<file path="src/rtl/miriscv_lsu_pkg.sv">
// Shared definitions for the miriscv load/store unit: access size encodings,
// FSM state type and the request legality checks.
package miriscv_lsu_pkg;

  localparam logic [2:0] LDST_B  = 3'd0;
  localparam logic [2:0] LDST_H  = 3'd1;
  localparam logic [2:0] LDST_W  = 3'd2;
  localparam logic [2:0] LDST_BU = 3'd4;
  localparam logic [2:0] LDST_HU = 3'd5;

  typedef enum logic [1:0] {
    IDLE        = 2'd0,
    WAIT_GNT    = 2'd1,
    WAIT_RVALID = 2'd2,
    RESP        = 2'd3
  } lsu_state_e;

  function automatic logic is_misaligned(input logic [2:0] size, input logic [1:0] addr_lo);
    logic mis;
    mis = 1'b0;
    case (size)
      LDST_H, LDST_HU: mis = addr_lo[0];
      LDST_W:          mis = (addr_lo != 2'b00);
      default:         mis = 1'b0;
    endcase
    return mis;
  endfunction

  // Unsigned sizes only make sense for loads; 3, 6 and 7 are unused funct3 codes.
  function automatic logic is_illegal(input logic [2:0] size, input logic we);
    logic ill;
    ill = 1'b0;
    case (size)
      LDST_B, LDST_H, LDST_W: ill = 1'b0;
      LDST_BU, LDST_HU:       ill = we;
      default:                ill = 1'b1;
    endcase
    return ill;
  endfunction

endpackage

</file>
<file path="src/rtl/miriscv_lsu_align.sv">
// Combinational lane logic: byte enables and write-data replication for the
// outgoing request, byte/half selection and extension for the returned word.
module miriscv_lsu_align
  import miriscv_lsu_pkg::*;
(
  input  logic [2:0]  req_size,
  input  logic [1:0]  req_addr_lo,
  input  logic [31:0] req_wdata,
  output logic [3:0]  req_be,
  output logic [31:0] req_wdata_rep,
  input  logic [2:0]  rsp_size,
  input  logic [1:0]  rsp_addr_lo,
  input  logic [31:0] rsp_rdata,
  output logic [31:0] rsp_data
);

  logic [7:0]  byte_s;
  logic [15:0] half_s;

  // Request side: lane enables and replicated store data
  always_comb begin
    req_be        = 4'b0000;
    req_wdata_rep = 32'd0;
    case (req_size)
      LDST_B, LDST_BU: begin
        req_be        = 4'b0001 << req_addr_lo;
        req_wdata_rep = {4{req_wdata[7:0]}};
      end
      LDST_H, LDST_HU: begin
        req_be        = 4'b0011 << req_addr_lo;
        req_wdata_rep = {2{req_wdata[15:0]}};
      end
      LDST_W: begin
        req_be        = 4'b1111;
        req_wdata_rep = req_wdata;
      end
      default: begin
        req_be        = 4'b0000;
        req_wdata_rep = 32'd0;
      end
    endcase
  end

  // Response side: pick the addressed lane and extend it to 32 bits
  always_comb begin
    byte_s   = 8'd0;
    half_s   = 16'd0;
    rsp_data = 32'd0;
    case (rsp_addr_lo)
      2'd0:    byte_s = rsp_rdata[7:0];
      2'd1:    byte_s = rsp_rdata[15:8];
      2'd2:    byte_s = rsp_rdata[23:16];
      2'd3:    byte_s = rsp_rdata[31:24];
      default: byte_s = 8'd0;
    endcase
    if (rsp_addr_lo[1]) begin
      half_s = rsp_rdata[31:16];
    end else begin
      half_s = rsp_rdata[15:0];
    end
    case (rsp_size)
      LDST_B:  rsp_data = {{24{byte_s[7]}}, byte_s};
      LDST_BU: rsp_data = {24'd0, byte_s};
      LDST_H:  rsp_data = {{16{half_s[15]}}, half_s};
      LDST_HU: rsp_data = {16'd0, half_s};
      LDST_W:  rsp_data = rsp_rdata;
      default: rsp_data = 32'd0;
    endcase
  end

endmodule

</file>
<file path="src/rtl/miriscv_lsu.sv">
// Load/store unit: accepts one core request, runs it over the req/gnt/rvalid
// data port and returns extended load data with done/err pulses.
module miriscv_lsu
  import miriscv_lsu_pkg::*;
#(
  parameter int ADDR_W      = 32,
  parameter int GNT_TIMEOUT = 16
) (
  input  logic              clk_i,
  input  logic              rst_i,
  input  logic              lsu_req_i,
  input  logic              lsu_we_i,
  input  logic [2:0]        lsu_size_i,
  input  logic [ADDR_W-1:0] lsu_addr_i,
  input  logic [31:0]       lsu_wdata_i,
  output logic [31:0]       lsu_rdata_o,
  output logic              lsu_stall_o,
  output logic              lsu_done_o,
  output logic              lsu_err_o,
  output logic              data_req_o,
  output logic              data_we_o,
  output logic [3:0]        data_be_o,
  output logic [ADDR_W-1:0] data_addr_o,
  output logic [31:0]       data_wdata_o,
  input  logic              data_gnt_i,
  input  logic              data_rvalid_i,
  input  logic [31:0]       data_rdata_i
);

  localparam int CNT_W = (GNT_TIMEOUT > 1) ? $clog2(GNT_TIMEOUT) : 1;
  localparam logic [CNT_W-1:0] CNT_LAST = CNT_W'(GNT_TIMEOUT - 1);

  lsu_state_e       state_r;
  logic [CNT_W-1:0] cnt_r;
  logic [2:0]       size_r;
  logic [1:0]       addr_lo_r;
  logic             resp_err_r;

  logic             check_fail_s;
  logic             accept_s;
  logic [3:0]       be_s;
  logic [31:0]      wdata_rep_s;
  logic [31:0]      rdata_ext_s;

  assign check_fail_s = is_misaligned(lsu_size_i, lsu_addr_i[1:0]) |
                        is_illegal(lsu_size_i, lsu_we_i);
  assign accept_s     = (state_r == IDLE) & lsu_req_i & ~check_fail_s;

  // A rejected request reports its error in the same cycle and never stalls.
  assign lsu_stall_o  = accept_s | (state_r == WAIT_GNT) | (state_r == WAIT_RVALID);
  assign lsu_err_o    = resp_err_r | ((state_r == IDLE) & lsu_req_i & check_fail_s);

  miriscv_lsu_align u_align (
    .req_size      (lsu_size_i),
    .req_addr_lo   (lsu_addr_i[1:0]),
    .req_wdata     (lsu_wdata_i),
    .req_be        (be_s),
    .req_wdata_rep (wdata_rep_s),
    .rsp_size      (size_r),
    .rsp_addr_lo   (addr_lo_r),
    .rsp_rdata     (data_rdata_i),
    .rsp_data      (rdata_ext_s)
  );

  // Access FSM with latched request fields, grant timeout and registered outputs
  always_ff @(posedge clk_i) begin
    if (rst_i) begin
      state_r      <= IDLE;
      cnt_r        <= '0;
      size_r       <= 3'd0;
      addr_lo_r    <= 2'd0;
      resp_err_r   <= 1'b0;
      data_req_o   <= 1'b0;
      data_we_o    <= 1'b0;
      data_be_o    <= 4'b0000;
      data_addr_o  <= '0;
      data_wdata_o <= 32'd0;
      lsu_done_o   <= 1'b0;
      lsu_rdata_o  <= 32'd0;
    end else begin
      lsu_done_o <= 1'b0;
      resp_err_r <= 1'b0;
      case (state_r)
        IDLE: begin
          if (accept_s) begin
            state_r      <= WAIT_GNT;
            cnt_r        <= '0;
            size_r       <= lsu_size_i;
            addr_lo_r    <= lsu_addr_i[1:0];
            data_req_o   <= 1'b1;
            data_we_o    <= lsu_we_i;
            data_be_o    <= be_s;
            data_addr_o  <= {lsu_addr_i[ADDR_W-1:2], 2'b00};
            data_wdata_o <= wdata_rep_s;
          end
        end
        WAIT_GNT: begin
          if (data_gnt_i) begin
            state_r    <= WAIT_RVALID;
            data_req_o <= 1'b0;
            cnt_r      <= '0;
          end else if (cnt_r == CNT_LAST) begin
            state_r    <= RESP;
            data_req_o <= 1'b0;
            resp_err_r <= 1'b1;
            cnt_r      <= '0;
          end else begin
            cnt_r <= cnt_r + CNT_W'(1);
          end
        end
        WAIT_RVALID: begin
          if (data_rvalid_i) begin
            state_r     <= RESP;
            lsu_done_o  <= 1'b1;
            lsu_rdata_o <= data_we_o ? 32'd0 : rdata_ext_s;
          end
        end
        RESP: begin
          state_r <= IDLE;
        end
        default: begin
          state_r <= IDLE;
        end
      endcase
    end
  end

endmodule

</file>
<file path="config.mk">
export PLATFORM = sky130hd
export DESIGN_NAME = miriscv_lsu
export DESIGN_NICKNAME = d
export VERILOG_FILES = /design/src/rtl/miriscv_lsu_pkg.sv /design/src/rtl/miriscv_lsu_align.sv /design/src/rtl/miriscv_lsu.sv
export SDC_FILE = /design/constraint.sdc
export NUM_CORES = 1
export LEC_CHECK = 0
export ABC_AREA = 1
export BUFFER_PORTS_ARGS = -buffer_cell sky130_fd_sc_hd__buf_2
export CAP_MARGIN = 20
export CORE_MARGIN = 2
export CORE_UTILIZATION = 49
export CTS_CLUSTER_DIAMETER = 80
export DETAILED_ROUTE_END_ITERATION = 16
export GPL_ROUTABILITY_DRIVEN = 0
export MAX_ROUTING_LAYER = met4
export PLACE_DENSITY = 0.8
export SLEW_MARGIN = 20
export SYNTH_ARGS = -nofsm -noshare
export SYNTH_HDL_FRONTEND = slang
export SYNTH_SLANG_ARGS = --single-unit
</file>
<file path="constraint.sdc">
create_clock -name clk_i -period 1.9 [get_ports clk_i]
set_clock_uncertainty 0.15 [all_clocks]
set_input_delay 0.285 -clock clk_i [delete_from_list [all_inputs] [get_ports clk_i]]
set_output_delay 0.285 -clock clk_i [all_outputs]
set_load 0.02 [all_outputs]
</file>
# == Word level (Yosys, flattened, before mapping) ==
# Cells that the tools add are included.
# totals
out_inout_bits,105
input_bits,105
register_bits,113
elab_cells,83
# classes
n_bitwise,10
n_eq_ne,18
shifts,2
n_reduce_logical,17
muxes,23
addsub,1
# ops
operator,count
$pmux 32 s5,1
$pmux 32 s3,1
$mux 32,1
$pmux 8 s4,1
$mux 16,1
$eq 3x3->1 const B,4
$mux 4,3
$pmux 4 s3,1
$eq 2x2->1 const B,4
$mux 2,4
$pmux 2 s4,1
$pmux 4 s2,1
$reduce_or 2->1,4
$eq 3x1->1 const B,2
$eq 3x2->1 const B,2
$logic_not 3->1,2
$pmux 1 s2,3
$reduce_and 2->1,3
$reduce_and 3->1,2
$reduce_or 3->1,2
$mux 1,5
$add 4x1->4 const B,1
$eq 2x1->1 const B,2
$eq 4x4->1 const B,1
other kinds (9),19

# == Logic depth before layout (Yosys ltp) ==
# Gate-level depths: netlist of run 1.
# logic_depth
depth_word,8
depth_mapped,11
ltp_nobuf,9

# == By module ==
# A second synthesis of run 1 with hierarchy kept.
# hier_totals
hier_cells,902
hier_area_um2,6289.8
# modules_own_cells
module,n_inst,area_each_um2,cells_per_inst,seq_area_each_um2
miriscv_lsu,1,4703.3,542,2262.2
miriscv_lsu_align,1,1586.5,360,0.0

# == Least setup slack after synthesis of run 1 ==
# OpenSTA, ideal clock, no wires.
# synth_path
kind,input -> output
startpoint,input lsu_size_i[1]
endpoint,output lsu_stall_o
t_arrival_ns,1.415
cell_stages,9
required_ns,1.465
path_buffers,3
slack_ns,0.050
cell_sequence,buf_2 -> inv_2 -> nand3_1 -> nand2_1 -> nor2_2 -> nand3_2 -> buf_2 -> buf_4 -> nand3b_1
# synth_via
elab_chain_len,8
# synth_rtl
item,line_no,text
"start, declared",miriscv_lsu.sv:13,"input logic [2:0] lsu_size_i,"
$eq 3x1->1 (tied with other cells),"miriscv_lsu_pkg.sv:21, miriscv_lsu_pkg.sv:33",
$reduce_or 3->1 (tied with other cells),miriscv_lsu_pkg.sv:33,case (size)
"$pmux 1 s2, on equally long branches","miriscv_lsu_pkg.sv:33, miriscv_lsu_pkg.sv:21",
$or 1x1->1 *,miriscv_lsu.sv:45,"assign check_fail_s = is_misaligned(lsu_size_i, lsu_addr_i[1:0]) |"
$not 1->1 *,miriscv_lsu.sv:47,assign accept_s = (state_r == IDLE) & lsu_req_i & ~check_fail_s;
$and 1x1->1 *,miriscv_lsu.sv:47,
$or 1x1->1 * (2 in series),miriscv_lsu.sv:50,assign lsu_stall_o = accept_s | (state_r == WAIT_GNT) | (state_r == WAIT_RVALID);
"end, declared",miriscv_lsu.sv:17,"output logic lsu_stall_o,"
# Mark *: on every way between the ends. The rest lies on a longest branch, timed or not.

# == Worst setup path after layout of run 1 ==
# layout_path
startpoint,register state_r[1]
endpoint,output lsu_stall_o
# layout_via
elab_chain_len,5
# layout_rtl
item,line_no,text
"start, declared",miriscv_lsu.sv:33,lsu_state_e state_r;
"start signal, assigned",miriscv_lsu.sv:68,state_r <= IDLE;
"start signal, assigned",miriscv_lsu.sv:86,state_r <= WAIT_GNT;
"start signal, assigned",miriscv_lsu.sv:99,state_r <= WAIT_RVALID;
$logic_not 2->1,miriscv_lsu.sv:47,
$and 1x1->1 (2 in series),miriscv_lsu.sv:47,
$or 1x1->1,miriscv_lsu.sv:50,
$or 1x1->1 *,miriscv_lsu.sv:50,
# Marked as above.

==> results of run 1 <==
-- sequential cells by signal, indices dropped and copies added, names as in the netlist, 2 cells and up --
name and cells:
size_r 3, data_addr_o 30, lsu_rdata_o 32, addr_lo_r 2, cnt_r 4, data_wdata_o 32
data_be_o 4, state_r 2
-- critical path, cell delays in order (launching register included) --
cell	delay, ns
dfxtp_2	0.36
inv_4	0.05
ha_4	0.16
nand2_2	0.05
inv_2	0.05
nand3_4	0.08
nand3b_1	0.09
buf_6	0.14
-- cell type report --
type                    count  area, µm²
fillers                   888       2970
multi-input cells         591       2710
flip-flops and latches    113       2270
repair buffers            282       1800
clock buffers              21        449
inverters                  74        287
clock inverters            10        183
well taps                 140        175
diodes                      1       2.50
-- synth_stat cells (all sizes together), types with 2 or more instances --
cell type / instances
o22ai: 7
nand3: 53
or2: 3
o21ai: 61
nand3b: 9
a21oi: 119
inv: 72
nand2: 296
nand4: 2
dfxtp: 113
clkbuf: 30
clkinv: 2
ha: 5
buf: 21
nor3: 3
nor2: 26
-- path summary, 6_finish.rpt --
path                   startpoint                to  slack [ns]  cells past startpoint
setup / recovery       state_r[1]       lsu_stall_o       -0.02                      7
hold / removal    lsu_wdata_i[13]  data_wdata_o[13]        0.02                      5
setup reg to reg       state_r[0]        state_r[0]        0.13                      9
hold reg to reg   lsu_rdata_o[25]   lsu_rdata_o[25]        0.31                      2
-- power by group --
group,leakage (nW),switching (mW),internal (mW)
Clock,0.312,1.11,2.32
Sequential,0.917,0.119,2.57
Combinational,2.44,1.32,0.821
Total,3.67,2.55,5.71
-- cells by family (layout without fill, tap and decap cells) --
group                    after synthesis  in the layout  share of synthesized area [%]
AO/OA/AOI/OAI                        191            191                           17.9
adder cells (fa/ha/maj)                5              5                           1.15
buffers and inverters                125            387                           9.53
flip-flops                           113            113                           41.5
other                                  1              3                         0.0688
AND/OR/NAND/NOR                      393            393                           29.8
-- metal layers --
metal | up-vias | wire length, µm
met5 | - | 0
met4 | 0 | 531
met3 | 46 | 1500
met2 | 349 | 8200
met1 | 2870 | 7140
li1 | 3173 | -
-- timing repair --
item	4_1_cts	5_1_grt
hold endpoints to repair	44	0
hold buffers	43	0
resized for setup	16	8
pin swaps	2	1
setup endpoints to repair	2	22
buffers inserted	3	1
==> flow_summary.yaml, run 1 <==
run_status:
  status: "complete, but fails checks"
  failed_checks: "negative setup slack"
finish:
  postLayoutCoreUtil_pct: 72.6
  layout_commonest_cell: "nand2_1"
  final_cells: 1232
  mostFrequentLayoutCells: "293 x nand2_1, 204 x buf_2, 119 x a21oi_1"
  area_delta_synth_final_pct: 44.4
  drive_above_1_share_pct: 26.9
  fin_nets: 1189
  design_area_mm2: 0.00787
timing:
  finalSetupTns_ns: -0.0293
  setup_violations: 2
  setup_ws_ns: -0.0173
  final_max_slew_viol_count: 0
  fin_crit_ns: 1.92
  period_share_pct: 101
  rsz0062_at_grt: "true"
  holdWs_ns: 0.0163
  finalHoldViolCount: 0
  fmax_mhz: 522
global_routing:
  grtUsageMet1_pct: 35.2
  gr-usage-met2_pct: 45.9
  grt_busiest_layer: "met2"
  globalRoute.totalOverflow: 0
  antenna_found_initial: 1
  grt_max_degree: 46
  grtUsageMet3_pct: 7.05
  grt_pass1_wl_um: 26800
  track_usage_pct: 29.0
  grt_pass1_vias: 5677
routing:
  vias_per_cell: 5.23
  routed_wirelength_um: 17400
  ant_nets: 0
  first_iter_violations: 473
  drc: 0
  via_count: 6438
  dr.pass1.iters: 8
  wl_per_cell_um: 14.1
synth:
  synth_area_leaders: "dfxtp_1 42%, nand2_1 20%, a21oi_1 11%, o21ai_0 5.6%, inv_1 4.8%"
  syn_inst: 828
  synthFlopType: "dfxtp_1"
  synth_top_cell_by_area: "dfxtp_1"
  synth_seq_cells: 113
  yosysSeqAreaShare_pct: 41.5
  syn_area_mm2: 0.00545
  synth_edf_count: 0
  synth_top_area_share_pct: 41.5
  synth_warnings: 0
  synth_cell_types: 30
  syn_area_per_cell_um2: 6.58
  async_flop_share_pct: 0
cts:
  cts_root_buf: "clkbuf_8"
  ctsHtreeMaxLevel: 4
  clock_latency_ns: 0.50
  cts_buffers: 17
  clk_pin_slew_ns: 0.06
  clock-sinks: 113
  cts_tree: "done"
  clk_path_buf_depth: 2
floorplan:
  die-area_mm2: 0.0120
  coreArea_mm2: 0.0108
  die_x_um: 109
  io_pins: 210
  num_rows: 38
  initial_core_util_pct: 50.3
  dieHeight_um: 109
placed_design:
  placed_area_mm2: 0.00671
  dp.cells: 1153
  place_ws_ns: 0.0336
  io_buffers: 207
  dp_hpwl_um: 11400
power_and_ir_drop:
  vdd_drop_max_v: 0.000517
  finalPower_mw: 8.26
  p_leak_nw: 3.67
  p_per_area_mw_per_mm2: 1050
critical_path:
  cp-end-kind: "output pin"
  worstPathRequired_ns: 1.46
  criticalPathCategory: "reg2out"
  critPathArrivalTime_ns: 1.48
  cp_max_fo: 3
  cp-start-kind: "flop"
run:
  max_cap_violations: 0
min_path:
  worstHoldPathType: "in2reg"
No activity file was read; power rests on OpenSTA's default activity.
==> inputs of run 2 (changes only) <==
--- a/config.mk
+++ b/config.mk
@@ -9,12 +9,12 @@
 export BUFFER_PORTS_ARGS = -buffer_cell sky130_fd_sc_hd__buf_2
 export CAP_MARGIN = 20
 export CORE_MARGIN = 2
-export CORE_UTILIZATION = 49
+export CORE_UTILIZATION = 35
 export CTS_CLUSTER_DIAMETER = 80
 export DETAILED_ROUTE_END_ITERATION = 16
 export GPL_ROUTABILITY_DRIVEN = 0
 export MAX_ROUTING_LAYER = met4
-export PLACE_DENSITY = 0.8
+export PLACE_DENSITY = 0.6
 export SLEW_MARGIN = 20
 export SYNTH_ARGS = -nofsm -noshare
 export SYNTH_HDL_FRONTEND = slang
==> flow_summary.yaml, run 2 (synthesized netlist as in run 1, its figures left out) <==
critical_path:
  cp-end-kind: "output pin"
  r2r-end: "cnt_r[1]"
  rrSetupSlack_ns: 0.19
  crit_chain: "inv_4 > ha_4 > nand2_2 > inv_2 > nand3_4 > nand3b_1 > buf_6"
  cp-start-kind: "flop"
  critPathArrivalTime_ns: 1.41
  reg2regPathDepth: 11
  criticalPathCategory: "reg2out"
  worstPathRequired_ns: 1.46
  crit_start: "state_r[0]"
  cp_max_fo: 4
  critical_path.max_stage_delay_ns: 0.36
  reg2reg_from: "state_r[1]"
  critPathCapture: "lsu_stall_o"
  crit_slowest_cell: "dfxtp_2"
finish:
  layout_commonest_cell: "nand2_1"
  mostFrequentLayoutCells: "293 x nand2_1, 205 x buf_2, 119 x a21oi_1"
  multi_input_area_mm2: 0.00270
  fin_nets: 1180
  seq_area_mm2: 0.00227
  nFillCells: 1585
  biggestRegsByFlops: "data_wdata_o: 32 flops, lsu_rdata_o: 32 flops, data_addr_o: 30 flops"
  drive_above_1_share_pct: 27.0
  area_delta_synth_final_pct: 42.9
cts:
  clk_pin_slew_ns: 0.05
  clk_path_buf_depth: 2
  cts_root_buf: "clkbuf_16"
  ctsHtreeMaxLevel: 4
  cts_buffers: 17
  clock_latency_ns: 0.41
  clock-sinks: 113
  cts_tree: "done"
power_and_ir_drop:
  switchingPower_mw: 2.58
  vdd_drop_max_v: 0.000658
  p_per_area_mw_per_mm2: 1030
  combPwrFrac_pct: 26.4
  finalPower_mw: 7.98
  internal_power_mw: 5.41
  clkPwrFrac_pct: 39.9
  seq_power_share_pct: 33.6
  p_leak_nw: 3.60
  switching_share_pct: 32.3
routing:
  vias_per_cell: 4.89
  wl_per_cell_um: 13.9
  dr.pass1.iters: 5
  ant_nets: 0
  first_iter_violations: 387
  drc: 0
  routed_wirelength_um: 17700
  via_count: 6215
timing:
  period_share_pct: 97.2
  fin_crit_ns: 1.85
  final_max_slew_viol_count: 0
  finalHoldViolCount: 0
  setup_violations: 0
  rsz0062_at_grt: "true"
  setup_ws_ns: 0.0525
  holdWs_ns: 0.0224
  fmax_mhz: 541
floorplan:
  initial_core_util_pct: 35.8
  num_rows: 45
  die-area_mm2: 0.0166
  io_pins: 210
  dieHeight_um: 129
  die_x_um: 129
  coreArea_mm2: 0.0152
global_routing:
  track_usage_pct: 22.3
  grt_max_degree: 53
  antenna_found_initial: 1
  grt_pass1_vias: 5848
  grtUsageMet1_pct: 26.7
  grtUsageMet3_pct: 6.32
  grt_busiest_layer: "met2"
  globalRoute.totalOverflow: 0
  gr-usage-met2_pct: 35.5
  grt_pass1_wl_um: 28400
run:
  max_cap_violations: 0
min_path:
  worstHoldPathType: "in2reg"
run_status:
  status: "finished clean"
placed_design:
  place_ws_ns: 0.0261
  dp_hpwl_um: 12400
  io_buffers: 207
==> run 2: worst min-delay path by stage <==
stage	cells past startpoint	slack, ns	endpoint	start
global placement	2	0.30	data_addr_o[25]	data_addr_o[25]
global route	3	0.02	data_wdata_o[4]	lsu_wdata_i[4]
floorplan	1	0.21	resp_err_r	data_gnt_i
CTS	3	0.001	data_wdata_o[7]	lsu_wdata_i[7]
detailed placement	2	0.30	lsu_rdata_o[16]	lsu_rdata_o[16]
finish	3	0.02	data_wdata_o[6]	lsu_wdata_i[6]
==> run 2: cell type report <==
class	count	area share, %
multi-input cells	591	34.7
diodes	1	0.0321
clock inverters	12	1.72
inverters	74	3.68
repair buffers	273	21.7
well taps	188	3.02
clock buffers	20	5.99
flip-flops and latches	113	29.1
==> run 2: what timing repair did <==
action	CTS	global route
hold buffers	35	0
gates cloned	0	0
setup buffers	3	2
hold endpoints to repair	35	0
gates resized for setup	12	6
setup endpoints to repair	2	11
pin swaps	2	2
==> run 2: power groups by stage <==
| stage | logic, mW | registers [mW] | clock network [mW] |
|---|---|---|---|
| finish | 2.11 | 2.68 | 3.19 |
| global route | 2.37 | 2.71 | 3.35 |
| CTS | 2.09 | 2.68 | 3.26 |
| detailed placement | 1.95 | 2.72 | 0 |
| global placement | 1.95 | 2.72 | 0 |
| floorplan | 1.08 | 2.91 | 0 |
==> run 2: critical path, delay by kind of cell, from the launching register on <==
family / cells / cell delay, ns
adder cells (fa/ha/maj): 1 / 0.16
buffers and inverters: 3 / 0.24
flip-flops: 1 / 0.36
AND/OR/NAND/NOR: 3 / 0.23
==> run 2: routing by layer <==
layer	share of wire [%]	wire length, µm	vias up
met4	2.6	461	0
met1	43	7530	2788
li1	-	-	3157
met5	0	0	-
met2	47	8350	241
met3	7.5	1330	29
==> run 2: per-stage QoR <==
stage                     std cells  utilization (%)  setup TNS, ns  instance area (µm²)
after floorplan                 829                -              0                 5450
after global placement         1199             44.4              0                 6750
after detailed placement       1199             44.4              0                 6750
after CTS                      1269             51.0              0                 7750
after global routing           1272             51.2        -0.0423                 7790
final                          1272             51.2              0                 7790
